## src/rtl/if_id_hazard.sv

```systemverilog
// IF/ID stage buffer with load-use stall detection and branch flush for the 5-stage pipeline.
// Latency: fetch to ID in 1 cycle; stall, pc_write and gated control are combinational.
// Backpressure: a load-use hazard holds this buffer, drops PC write and sends a bubble to ID/EX.
module if_id_hazard (
    input  logic        clk_BF0,
    input  logic        rst_BF0,
    input  logic [31:0] inst_BF0_IN,
    input  logic [7:0]  nextInst_BF0_IN,
    input  logic [2:0]  M_BF0_IN,
    input  logic [2:0]  EX_BF0_IN,
    input  logic [1:0]  WB_BF0_IN,
    input  logic        idex_memread_IN,
    input  logic [4:0]  idex_rt_IN,
    input  logic        branch_taken_IN,
    output logic [31:0] inst_BF0,
    output logic [7:0]  nextInst_BF0,
    output logic        valid_BF0,
    output logic [2:0]  M_BF0,
    output logic [2:0]  EX_BF0,
    output logic [1:0]  WB_BF0,
    output logic        pc_write,
    output logic        stall,
    output logic [1:0]  state_BF0,
    output logic [15:0] bubble_cnt
);

    typedef enum logic [1:0] {
        RUN   = 2'd0,
        STALL = 2'd1,
        FLUSH = 2'd2
    } state_t;

    state_t      state_q;
    state_t      state_d;
    logic [31:0] inst_d;
    logic [7:0]  next_inst_d;
    logic        valid_d;
    logic [15:0] bubble_cnt_d;
    logic [4:0]  rs;
    logic [4:0]  rt;
    logic        pass_ctrl;

    assign rs = inst_BF0[25:21];
    assign rt = inst_BF0[20:16];

    // $zero is never a real producer, so a load targeting it cannot create a hazard.
    assign stall = valid_BF0 & idex_memread_IN & (idex_rt_IN != 5'd0) &
                   ((idex_rt_IN == rs) | (idex_rt_IN == rt));

    assign pc_write  = ~stall | branch_taken_IN;
    assign pass_ctrl = valid_BF0 & ~stall;
    assign M_BF0     = pass_ctrl ? M_BF0_IN  : 3'b000;
    assign EX_BF0    = pass_ctrl ? EX_BF0_IN : 3'b000;
    assign WB_BF0    = pass_ctrl ? WB_BF0_IN : 2'b00;
    assign state_BF0 = state_q;

    always_comb begin
        state_d      = RUN;
        inst_d       = inst_BF0_IN;
        next_inst_d  = nextInst_BF0_IN;
        valid_d      = 1'b1;
        bubble_cnt_d = bubble_cnt;
        // Flush outranks stall: a squashed slot is not counted as a bubble.
        if (branch_taken_IN) begin
            state_d     = FLUSH;
            inst_d      = 32'h0000_0000;
            next_inst_d = 8'h00;
            valid_d     = 1'b0;
        end else if (stall) begin
            state_d     = STALL;
            inst_d      = inst_BF0;
            next_inst_d = nextInst_BF0;
            valid_d     = valid_BF0;
            if (bubble_cnt != 16'hFFFF) begin
                bubble_cnt_d = bubble_cnt + 16'd1;
            end
        end
    end

    always_ff @(posedge clk_BF0) begin
        if (rst_BF0) begin
            state_q      <= RUN;
            inst_BF0     <= 32'h0000_0000;
            nextInst_BF0 <= 8'h00;
            valid_BF0    <= 1'b0;
            bubble_cnt   <= 16'h0000;
        end else begin
            state_q      <= state_d;
            inst_BF0     <= inst_d;
            nextInst_BF0 <= next_inst_d;
            valid_BF0    <= valid_d;
            bubble_cnt   <= bubble_cnt_d;
        end
    end

endmodule

```

## config.mk

```make
export PLATFORM = sky130hd
export DESIGN_NAME = if_id_hazard
export DESIGN_NICKNAME = d
export VERILOG_FILES = /design/src/rtl/if_id_hazard.sv
export SDC_FILE = /design/constraint.sdc
export NUM_CORES = 1
export LEC_CHECK = 0
export CAP_MARGIN = 40
export CORE_ASPECT_RATIO = 2
export CORE_UTILIZATION = 35
export CTS_BUF_LIST = sky130_fd_sc_hd__clkbuf_4 sky130_fd_sc_hd__clkbuf_8 sky130_fd_sc_hd__clkbuf_16
export DETAILED_ROUTE_END_ITERATION = 16
export PLACE_DENSITY = 0.69
export SLEW_MARGIN = 20
export SYNTH_ARGS = -nofsm -noshare
export SYNTH_HDL_FRONTEND = slang
export SYNTH_SLANG_ARGS = --single-unit
```

## constraint.sdc

```tcl
create_clock -name clk_BF0 -period 2.6 [get_ports clk_BF0]
set_clock_uncertainty 0.2 [all_clocks]
set_input_delay 0.52 -clock clk_BF0 [delete_from_list [all_inputs] [get_ports clk_BF0]]
set_output_delay 0.52 -clock clk_BF0 [all_outputs]
set_load 0.03 [all_outputs]
```

==> results of run 1 <==
-- metrics by stage --
stage	setup TNS [ns]	setup WS [ns]	util	power, mW
after floorplan	0	0.107	-	1.12
after global placement	-15.29	-0.414	0.536	1.31
after detailed placement	-17.61	-0.427	0.536	1.32
after CTS	-0.460	-0.0615	0.586	2.58
after global routing	-0.650	-0.0824	0.589	2.64
final	-0.241	-0.0358	0.589	2.56
-- worst min-delay path, stage by stage (launching register included) --
cell	delay, ns
dfxtp_1	0.30
nand2_1	0.05
mux2i_1	0.06
-- power groups by stage --
stage          Sequential, mW  Combinational, mW  Clock, mW
6_report                0.953              0.360       1.24
3_5_place_dp            0.971              0.345          0
2_1_floorplan            1.02             0.0990          0
3_3_place_gp            0.969              0.340          0
4_1_cts                 0.953              0.359       1.27
5_1_grt                 0.956              0.383       1.30
-- flip-flops by register name, summed over array words and instances (netlist names) --
signal / count
bubble_cnt: 16
valid_BF0: 1
nextInst_BF0: 8
inst_BF0: 32
state_BF0: 2
-- timing repair --
item / in CTS / in global routing
gates resized for setup: 36 / 5
setup endpoints to repair: 25 / 10
cloned: 1 / 0
pin swaps: 7 / 5
buffers inserted: 3 / 0
-- cell usage in the layout, fill, tap and decap left out, types with 2 or more instances in the layout --
cell type,netlist,routed
clkdlybuf4s50_1,0,110
nand2_1,86,86
dfxtp_1,59,59
mux2i_1,40,40
buf_4,0,26
a21oi_1,14,14
xnor2_1,10,10
buf_6,2,10
nand3_1,10,9
nand4_1,9,9
o21ai_0,9,9
or3_1,9,9
clkbuf_16,0,9
and3_4,0,6
and4_1,4,4
nor2_1,5,4
and3_1,4,4
nor3_1,4,4
o31ai_1,3,3
or4_1,3,3
nand2b_4,0,2
and3_2,8,2
nor2b_1,2,2
nor4_1,2,2
clkinv_2,0,2
bufinv_16,0,2
buf_2,1,2
buf_12,4,2
-- cell type report --
cell class	count	area share
Multi-Input combinational cell	239	0.331
Clock buffer	10	0.0501
Clock inverter	5	0.0170
Sequential cell	59	0.254
Timing Repair Buffer	152	0.319
Inverter	1	0.00243
Tap cell	96	0.0259
-- cell usage after synthesis, types with 2 or more instances --
library cell | n | area share
mux2i_1 | 40 | 0.14
dfxtp_1 | 59 | 0.42
o31ai_1 | 3 | 0.0080
nor2_1 | 5 | 0.0067
nor3_1 | 4 | 0.0071
buf_6 | 2 | 0.0080
a21oi_1 | 14 | 0.025
nand2_1 | 86 | 0.11
nor4_1 | 2 | 0.0044
and4_1 | 4 | 0.012
nand3_1 | 10 | 0.018
buf_12 | 4 | 0.028
nand4_1 | 9 | 0.020
and3_1 | 4 | 0.0089
nand2b_1 | 2 | 0.0044
o21ai_0 | 9 | 0.016
clkbuf_1 | 12 | 0.016
nor2b_1 | 2 | 0.0044
or4_1 | 3 | 0.0080
or3_1 | 9 | 0.020
and3_2 | 8 | 0.021
xnor2_1 | 10 | 0.031
-- logic make-up after synthesis --
| kind of cell | synth area share |
|---|---|
| compound gates | 0.0755 |
| xor+xnor | 0.0311 |
| fa+ha+maj | 0.00444 |
| buf+inv | 0.0631 |
| flops | 0.419 |
| mux | 0.146 |
| simple gates | 0.260 |
-- per-layer routing --
layer	global-route usage	share of wire	vias up
li1	-	-	1406
met1	0.192	0.36	1297
met2	0.350	0.54	120
met3	0.0745	0.084	14
met4	0.0972	0.022	0
met5	0	0	-
-- worst paths after layout --
path                       end          start  slack, ns  depth (start not counted)
setup / recovery     WB_BF0[0]  idex_rt_IN[2]      -0.04                          6
hold / removal    inst_BF0[11]   inst_BF0[11]       0.26                          2
setup reg to reg  inst_BF0[18]   inst_BF0[23]       0.36                          9
hold reg to reg   inst_BF0[11]   inst_BF0[11]       0.26                          2
==> results.sh, run 1 <==
export IMPL_yosys_warnings=0
export IMPL_grt_usage=0.196
export IMPL_hold_viol=0
export IMPL_start_kind="primary input"
export IMPL_firstDrtPassIters=5
export IMPL_clk_pin_slew_worst_paths_ns=0.05
export IMPL_worst_slack_ns=-0.0358
export IMPL_io_buffers=125
export IMPL_ant_nets=0
export IMPL_grt_start_max_net_pins=82
export IMPL_outcome="complete, but fails checks"
export IMPL_drt_iter0_drc=151
export IMPL_gp_congestion=0.832
export IMPL_syn_area_um2=2820
export IMPL_comb_power_share=0.141
export IMPL_slowest_delay_ns=0.55
export IMPL_cts_path_max_buffers=2
export IMPL_rsz0062_at_grt="yes"
export IMPL_grt_pass1_wl_um=12600
export IMPL_cts_buffers=9
export IMPL_synth_net_count=376
export IMPL_io_pins=126
export IMPL_drc_errors=0
export IMPL_p_switching_mw=0.593
export IMPL_pwr_share_seq=0.372
export IMPL_cts_tree="yes"
export IMPL_stdcell_area_um2=4640
export IMPL_dp_hpwl_um=5870
export IMPL_p_leak_nw=1.64
export IMPL_failed_checks="negative setup slack"
export IMPL_drv_slew=0
export IMPL_seq_area_frac_synth=0.419
export IMPL_clk_latency_ns=0.33
export IMPL_post_synth_num_cell_types=39
export IMPL_die_area_um2=8430
export IMPL_fmax_mhz=379
export IMPL_multi_input_area_um2=1540
export IMPL_ys_ff_latch=59
export IMPL_start_util=0.357
export IMPL_fillers=694
export IMPL_critPathKind="primary input to output port"
export IMPL_ys_flop_type="dfxtp_1"
export IMPL_place_inst=544
export IMPL_maxCapViolations=0
export IMPL_syn_inst=318
export IMPL_period_needed_ns=2.64
export IMPL_drive_above_1_share=0.157
export IMPL_die_w_um=65.4
export IMPL_setup_viol=8
export IMPL_cpMostUsedCell="buf_6"
export IMPL_slowest_stage="or4_4"
export IMPL_switching_share=0.232
export IMPL_stdcell_count=562
export IMPL_antenna_found_initial=0
export IMPL_holdWs_ns=0.259
export IMPL_arrival_ns=1.92
export IMPL_fin_crit_sh=1.01
export IMPL_tightest_slew_ns=0.464
export IMPL_cp_num_buf_inv=2
export IMPL_end_kind="output port"
export IMPL_crit_chain="buf_6 -> or4_4 -> o211ai_4 -> nand2b_4 -> and3_2 -> buf_6"
export IMPL_post_drt_via_cell_ratio=5.05
export IMPL_placed_area_um2=4230
export IMPL_synth_edf_count=0
export IMPL_register_area_um2=1180
export IMPL_fp_dieH_um=129
export IMPL_cts_root_buf="clkbuf_16"
export IMPL_ctsHoldBuffers=0
export IMPL_path_delay_family="simple AND/OR/NAND/NOR gates"
export IMPL_antenna_cells=0
export IMPL_htree_levels=3
export IMPL_synthToLayoutAreaGrowth_pct=64.9
export IMPL_avgSynthCellArea_um2=8.86
export IMPL_vias=2837
export IMPL_ir_drop_uv=413
export IMPL_grt_remaining_overflow=0
export IMPL_postSynth_asyncResetShare=0
export IMPL_grt_pass1_vias=2779
export IMPL_num_rows=46
export IMPL_num_nets_final=520
export IMPL_totalWireLength_um=8040
export IMPL_crit_path_max_fanout=4
export IMPL_cp_required_ns=1.88
export IMPL_power_density_nw_per_um2=551
export IMPL_slew_headroom=0.690
export IMPL_cts_sinks=59
export IMPL_coreArea_um2=7890
export IMPL_wire_per_inst_um=14.3
export IMPL_hold_class="flip-flop to flip-flop"
export IMPL_internal_power_mw=1.96
export IMPL_clkPwrFrac=0.487
Power figures use the tool's default switching activity.
==> inputs of run 2 (changes only) <==
Settings changed: SKIP_CTS_REPAIR_TIMING set to 1.
==> run 2 against run 1 <==
  * The run still ends with negative setup slack left
  * Clock power is essentially flat
  * Sequential power about the same
  * Cell count decreased by 0.53%
  * Sequential share of layout area grew 0.096 points
  * Register-to-register slack better by 0.06 ns
  * Die area unchanged
  * Global-route usage decreased by 0.90 points
  * Combinational power about the same
  * First-iteration DRC count fell by 6.0%
  * Critical path type unchanged
==> results.sh, run 2 (synthesis gave the netlist of run 1 again) <==
export IMPL_cts_buffers=9
export IMPL_switching_share=0.232
export IMPL_p_leak_nw=1.64
export IMPL_holdPathStages=2
export IMPL_final_util=0.587
export IMPL_slew_headroom=0.698
export IMPL_start_util=0.357
export IMPL_clk_pin_slew_worst_paths_ns=0.05
export IMPL_pre_cts_slack_ns=-0.427
export IMPL_reg_top3="inst_BF0 (32), bubble_cnt (16), nextInst_BF0 (8)"
export IMPL_layout_common_cells="110 x clkdlybuf4s50_1, 86 x nand2_1, 59 x dfxtp_1, 40 x mux2i_1, 23 x buf_4"
export IMPL_placed_area_um2=4230
export IMPL_antenna_found_initial=0
export IMPL_period_needed_ns=2.67
export IMPL_coreArea_um2=7890
export IMPL_pwr_share_seq=0.373
export IMPL_cp_startpoint="idex_rt_IN[1]"
export IMPL_tightest_slew_ns=0.453
export IMPL_vias=2824
export IMPL_cts_tree="yes"
export IMPL_place_inst=544
export IMPL_drive_above_1_share=0.149
export IMPL_comb_power_share=0.140
export IMPL_grt_usage=0.187
export IMPL_clk_latency_ns=0.33
export IMPL_grt_start_max_net_pins=82
export IMPL_drc_errors=0
export IMPL_dp_hpwl_um=5870
export IMPL_stdcell_count=559
export IMPL_drv_slew=0
export IMPL_rsz0062_at_grt="yes"
export IMPL_hold_class="flip-flop to flip-flop"
export IMPL_cts_path_max_buffers=2
export IMPL_hold_end="inst_BF0[28]"
export IMPL_drt_iter0_drc=142
export IMPL_outcome="complete, but fails checks"
export IMPL_io_buffers=125
export IMPL_worst_slack_ns=-0.0707
export IMPL_die_area_um2=8430
export IMPL_fin_crit_sh=1.03
export IMPL_final_common_cell="clkdlybuf4s50_1"
export IMPL_clkPwrFrac=0.487
export IMPL_ant_nets=0
export IMPL_grtUsageMet1=0.179
export IMPL_cts_root_buf="clkbuf_16"
export IMPL_hp_start="inst_BF0[28]"
export IMPL_htree_levels=3
export IMPL_fp_dieH_um=129
export IMPL_hold_viol=0
export IMPL_synthToLayoutAreaGrowth_pct=64.2
export IMPL_maxCapViolations=0
export IMPL_regToRegSetupSlack_ns=0.42
export IMPL_wire_per_inst_um=14.3
export IMPL_gp_congestion=0.832
export IMPL_antenna_cells=0
export IMPL_setup_tns_ns=-0.520
export IMPL_worst_r2r_cell_count=7
export IMPL_totalWireLength_um=7970
export IMPL_largest_reg_flops=32
export IMPL_die_w_um=65.4
export IMPL_grt_remaining_overflow=0
export IMPL_arrival_ns=1.95
export IMPL_grt_pass1_wl_um=12100
export IMPL_regToRegStartpoint="valid_BF0"
export IMPL_firstDrtPassIters=4
export IMPL_grtUsageMet3=0.0780
export IMPL_cts_sinks=59
export IMPL_fmax_mhz=374
export IMPL_critPathKind="primary input to output port"
export IMPL_internal_power_mw=1.96
export IMPL_stdcell_area_um2=4630
export IMPL_rr_endpoint="bubble_cnt[14]"
export IMPL_power_density_nw_per_um2=552
export IMPL_p_switching_mw=0.591
export IMPL_setup_viol=9
export IMPL_io_pins=126
export IMPL_start_kind="primary input"
export IMPL_top_usage_layer="met2"
export IMPL_cp_required_ns=1.88
export IMPL_failed_checks="negative setup slack"
export IMPL_holdWs_ns=0.258
export IMPL_num_rows=46
export IMPL_power_mw=2.55
export IMPL_grt_pass1_vias=2743
export IMPL_end_kind="output port"
export IMPL_ir_drop_uv=413
export IMPL_crit_path_max_fanout=4
export IMPL_post_drt_via_cell_ratio=5.05
export IMPL_num_nets_final=517
export IMPL_largest_register="inst_BF0"
export IMPL_grtUsageMet2=0.330
-- run 2: cell count changes in the layout (fill, tap and decap cells not counted) --
| cell | delta |
|---|---|
| dlygate4sd2_1 | -1 |
| buf_4 | -3 |
| clkbuf_2 | +2 |
| dlymetal6s2s_1 | +2 |
| buf_2 | -2 |
| buf_6 | -1 |
-- run 2: final cells by class --
type	count	area (um^2)
fill	686	3260
clock inverter	5	78.8
inverter	1	11.3
clock buffer	10	233
multi-input combinational	239	1540
sequential	59	1180
tap	96	120
timing repair buffer	149	1470
-- run 2: layer usage --
metal,vias to the layer above,part of all wire
li1,1398,-
met3,17,0.084
met4,0,0.026
met2,109,0.54
met1,1300,0.35
met5,-,0
-- run 2: how the worst max path moves through the flow --
stage / end / slack [ns] / depth (start not counted)
6_report: M_BF0[2] / -0.07 / 6
5_1_grt: M_BF0[2] / -0.11 / 6
4_1_cts: M_BF0[2] / -0.44 / 7
3_5_place_dp: M_BF0[2] / -0.43 / 7
3_3_place_gp: M_BF0[0] / -0.41 / 7
2_1_floorplan: EX_BF0[0] / 0.11 / 5
-- run 2: worst max-delay path, stage by stage --
cell      delay [ns]
buf_6           0.09
or4_4           0.56
o211ai_4        0.24
nand2b_4        0.21
and3_4          0.20
buf_6           0.13
-- run 2: power groups by stage --
stage / sequential, mW / clock (mW) / combinational, mW
finish: 0.952 / 1.24 / 0.357
global route: 0.956 / 1.30 / 0.381
CTS: 0.952 / 1.27 / 0.346
detailed placement: 0.971 / 0 / 0.345
global placement: 0.969 / 0 / 0.340
floorplan: 1.02 / 0 / 0.0990
==> inputs of run 3 (changes only) <==
Settings changed: CORE_ASPECT_RATIO 2 to 0.7.
==> run 3 against run 2 <==
  * Routed wire length decreased by 2.4%
  * Critical path depth unchanged
  * Final area increased by 1.6%
  * Total power increased by 1.8%
  * Die area decreased by 0.18%
  * Cell count increased by 0.89%
  * Via count decreased by 1.5%
  * The run still ends with negative setup slack left
  * Flip-flop and latch count unchanged
  * Sequential power about the same
  * Hold slack got worse by 0.0054 ns
==> results.sh, run 3 (synthesis gave the netlist of run 1 again) <==
export IMPL_outcome="complete, but fails checks"
export IMPL_failed_checks="negative setup slack"
export IMPL_stdcell_area_um2=4700
export IMPL_regToRegSetupSlack_ns=0.48
export IMPL_slew_headroom=0.726
export IMPL_multi_input_area_um2=1570
export IMPL_die_area_um2=8420
export IMPL_wire_per_inst_um=13.8
export IMPL_rr_endpoint="bubble_cnt[0]"
export IMPL_final_common_cell="clkdlybuf4s50_1"
export IMPL_gp_congestion=0.811
export IMPL_grt_pass1_vias=2616
export IMPL_grtUsageMet3=0.0901
export IMPL_clk_latency_ns=0.32
export IMPL_register_area_um2=1180
export IMPL_ant_nets=0
export IMPL_antenna_cells=0
export IMPL_end_kind="output port"
export IMPL_drv_slew=0
export IMPL_clkPwrFrac=0.495
export IMPL_die_w_um=109
export IMPL_start_kind="primary input"
export IMPL_synthToLayoutAreaGrowth_pct=66.8
export IMPL_grt_pass1_wl_um=12200
export IMPL_totalWireLength_um=7780
export IMPL_num_rows=26
export IMPL_grtUsageMet2=0.282
export IMPL_hold_end="inst_BF0[29]"
export IMPL_io_pins=126
export IMPL_ir_drop_uv=281
export IMPL_worst_slack_ns=-0.0386
export IMPL_crit_path_max_fanout=5
export IMPL_fillers=645
export IMPL_tightest_slew_ns=0.411
export IMPL_grtUsageMet1=0.236
export IMPL_io_buffers=125
export IMPL_cts_tree="yes"
export IMPL_cp_required_ns=1.88
export IMPL_cts_root_buf="clkbuf_16"
export IMPL_period_needed_ns=2.64
export IMPL_grt_usage=0.185
export IMPL_p_leak_nw=1.68
export IMPL_dp_hpwl_um=5640
export IMPL_top_usage_layer="met2"
export IMPL_internal_power_mw=2.01
export IMPL_p_switching_mw=0.589
export IMPL_placed_area_um2=4210
export IMPL_hold_class="flip-flop to flip-flop"
export IMPL_fin_crit_sh=1.01
export IMPL_fmax_mhz=379
export IMPL_vias=2783
export IMPL_critPathKind="primary input to output port"
export IMPL_drive_above_1_share=0.165
export IMPL_maxCapViolations=0
export IMPL_hold_viol=0
export IMPL_hp_start="inst_BF0[29]"
export IMPL_cts_sinks=59
export IMPL_drt_iter0_drc=102
export IMPL_largest_register="inst_BF0"
export IMPL_comb_power_share=0.138
export IMPL_rsz0062_at_grt="yes"
export IMPL_fp_dieH_um=77.1
export IMPL_grt_remaining_overflow=0
export IMPL_coreArea_um2=7550
export IMPL_largest_reg_flops=32
export IMPL_setup_viol=8
export IMPL_worst_r2r_cell_count=7
export IMPL_arrival_ns=1.92
export IMPL_holdPathStages=2
export IMPL_start_util=0.373
export IMPL_htree_levels=3
export IMPL_final_util=0.623
export IMPL_regToRegStartpoint="bubble_cnt[0]"
export IMPL_antenna_found_initial=0
export IMPL_post_drt_via_cell_ratio=4.93
export IMPL_grt_start_max_net_pins=46
export IMPL_pwr_share_seq=0.367
export IMPL_num_nets_final=519
export IMPL_cts_path_max_buffers=2
export IMPL_firstDrtPassIters=4
export IMPL_power_density_nw_per_um2=553
export IMPL_switching_share=0.227
export IMPL_drc_errors=0
export IMPL_reg_top3="inst_BF0 (32), bubble_cnt (16), nextInst_BF0 (8)"
export IMPL_layout_common_cells="110 x clkdlybuf4s50_1, 86 x nand2_1, 59 x dfxtp_1, 40 x mux2i_1, 22 x buf_4"
export IMPL_cts_buffers=9
export IMPL_clk_pin_slew_worst_paths_ns=0.05
==> run 3: worst max-delay path: stages <==
cell	delay, ns
buf_6	0.09
or4_4	0.55
o211ai_4	0.24
nand2b_4	0.20
and3_4	0.19
buf_6	0.12
==> run 3: worst max-delay path by stage <==
stage | startpoint | endpoint | slack (ns)
after floorplan | idex_rt_IN[1] | EX_BF0[0] | 0.11
after global placement | idex_rt_IN[1] | stall | -0.43
after detailed placement | idex_rt_IN[3] | stall | -0.48
after CTS | idex_rt_IN[3] | stall | -0.48
after global routing | idex_rt_IN[4] | M_BF0[1] | -0.06
final | idex_rt_IN[4] | EX_BF0[2] | -0.04
==> run 3: power by group through the flow <==
stage | combinational, mW | clock (mW) | sequential, mW
floorplan | 0.0990 | 0 | 1.02
global placement | 0.336 | 0 | 0.970
detailed placement | 0.339 | 0 | 0.971
CTS | 0.340 | 1.31 | 0.952
global route | 0.386 | 1.35 | 0.957
finish | 0.360 | 1.29 | 0.954
==> run 3: area by class of cell <==
cell class,count,area share
Multi-Input combinational cell,239,0.334
Clock inverter,5,0.0160
Tap cell,98,0.0261
Clock buffer,11,0.0538
Inverter,1,0.00240
Timing Repair Buffer,151,0.317
Sequential cell,59,0.251
==> run 3: per-layer routing <==
metal,share of wire,routed length (um)
met1,0.45,3500
met2,0.42,3310
met3,0.12,939
met4,0.0050,39
met5,0,0
==> run 3: per-stage QoR <==
step / std cells / TNS [ns] / hold WS [ns] / power [mW] / setup slack, ns
3_3_place_gp: 545 / -18.35 / 0.243 / 1.31 / -0.432
5_1_grt: 564 / -0.413 / 0.276 / 2.69 / -0.0606
4_1_cts: 561 / -7.32 / 0.259 / 2.60 / -0.482
3_5_place_dp: 545 / -21.82 / 0.252 / 1.31 / -0.476
6_report: 564 / -0.247 / 0.253 / 2.60 / -0.0386
2_1_floorplan: 318 / 0 / 0.382 / 1.12 / 0.107
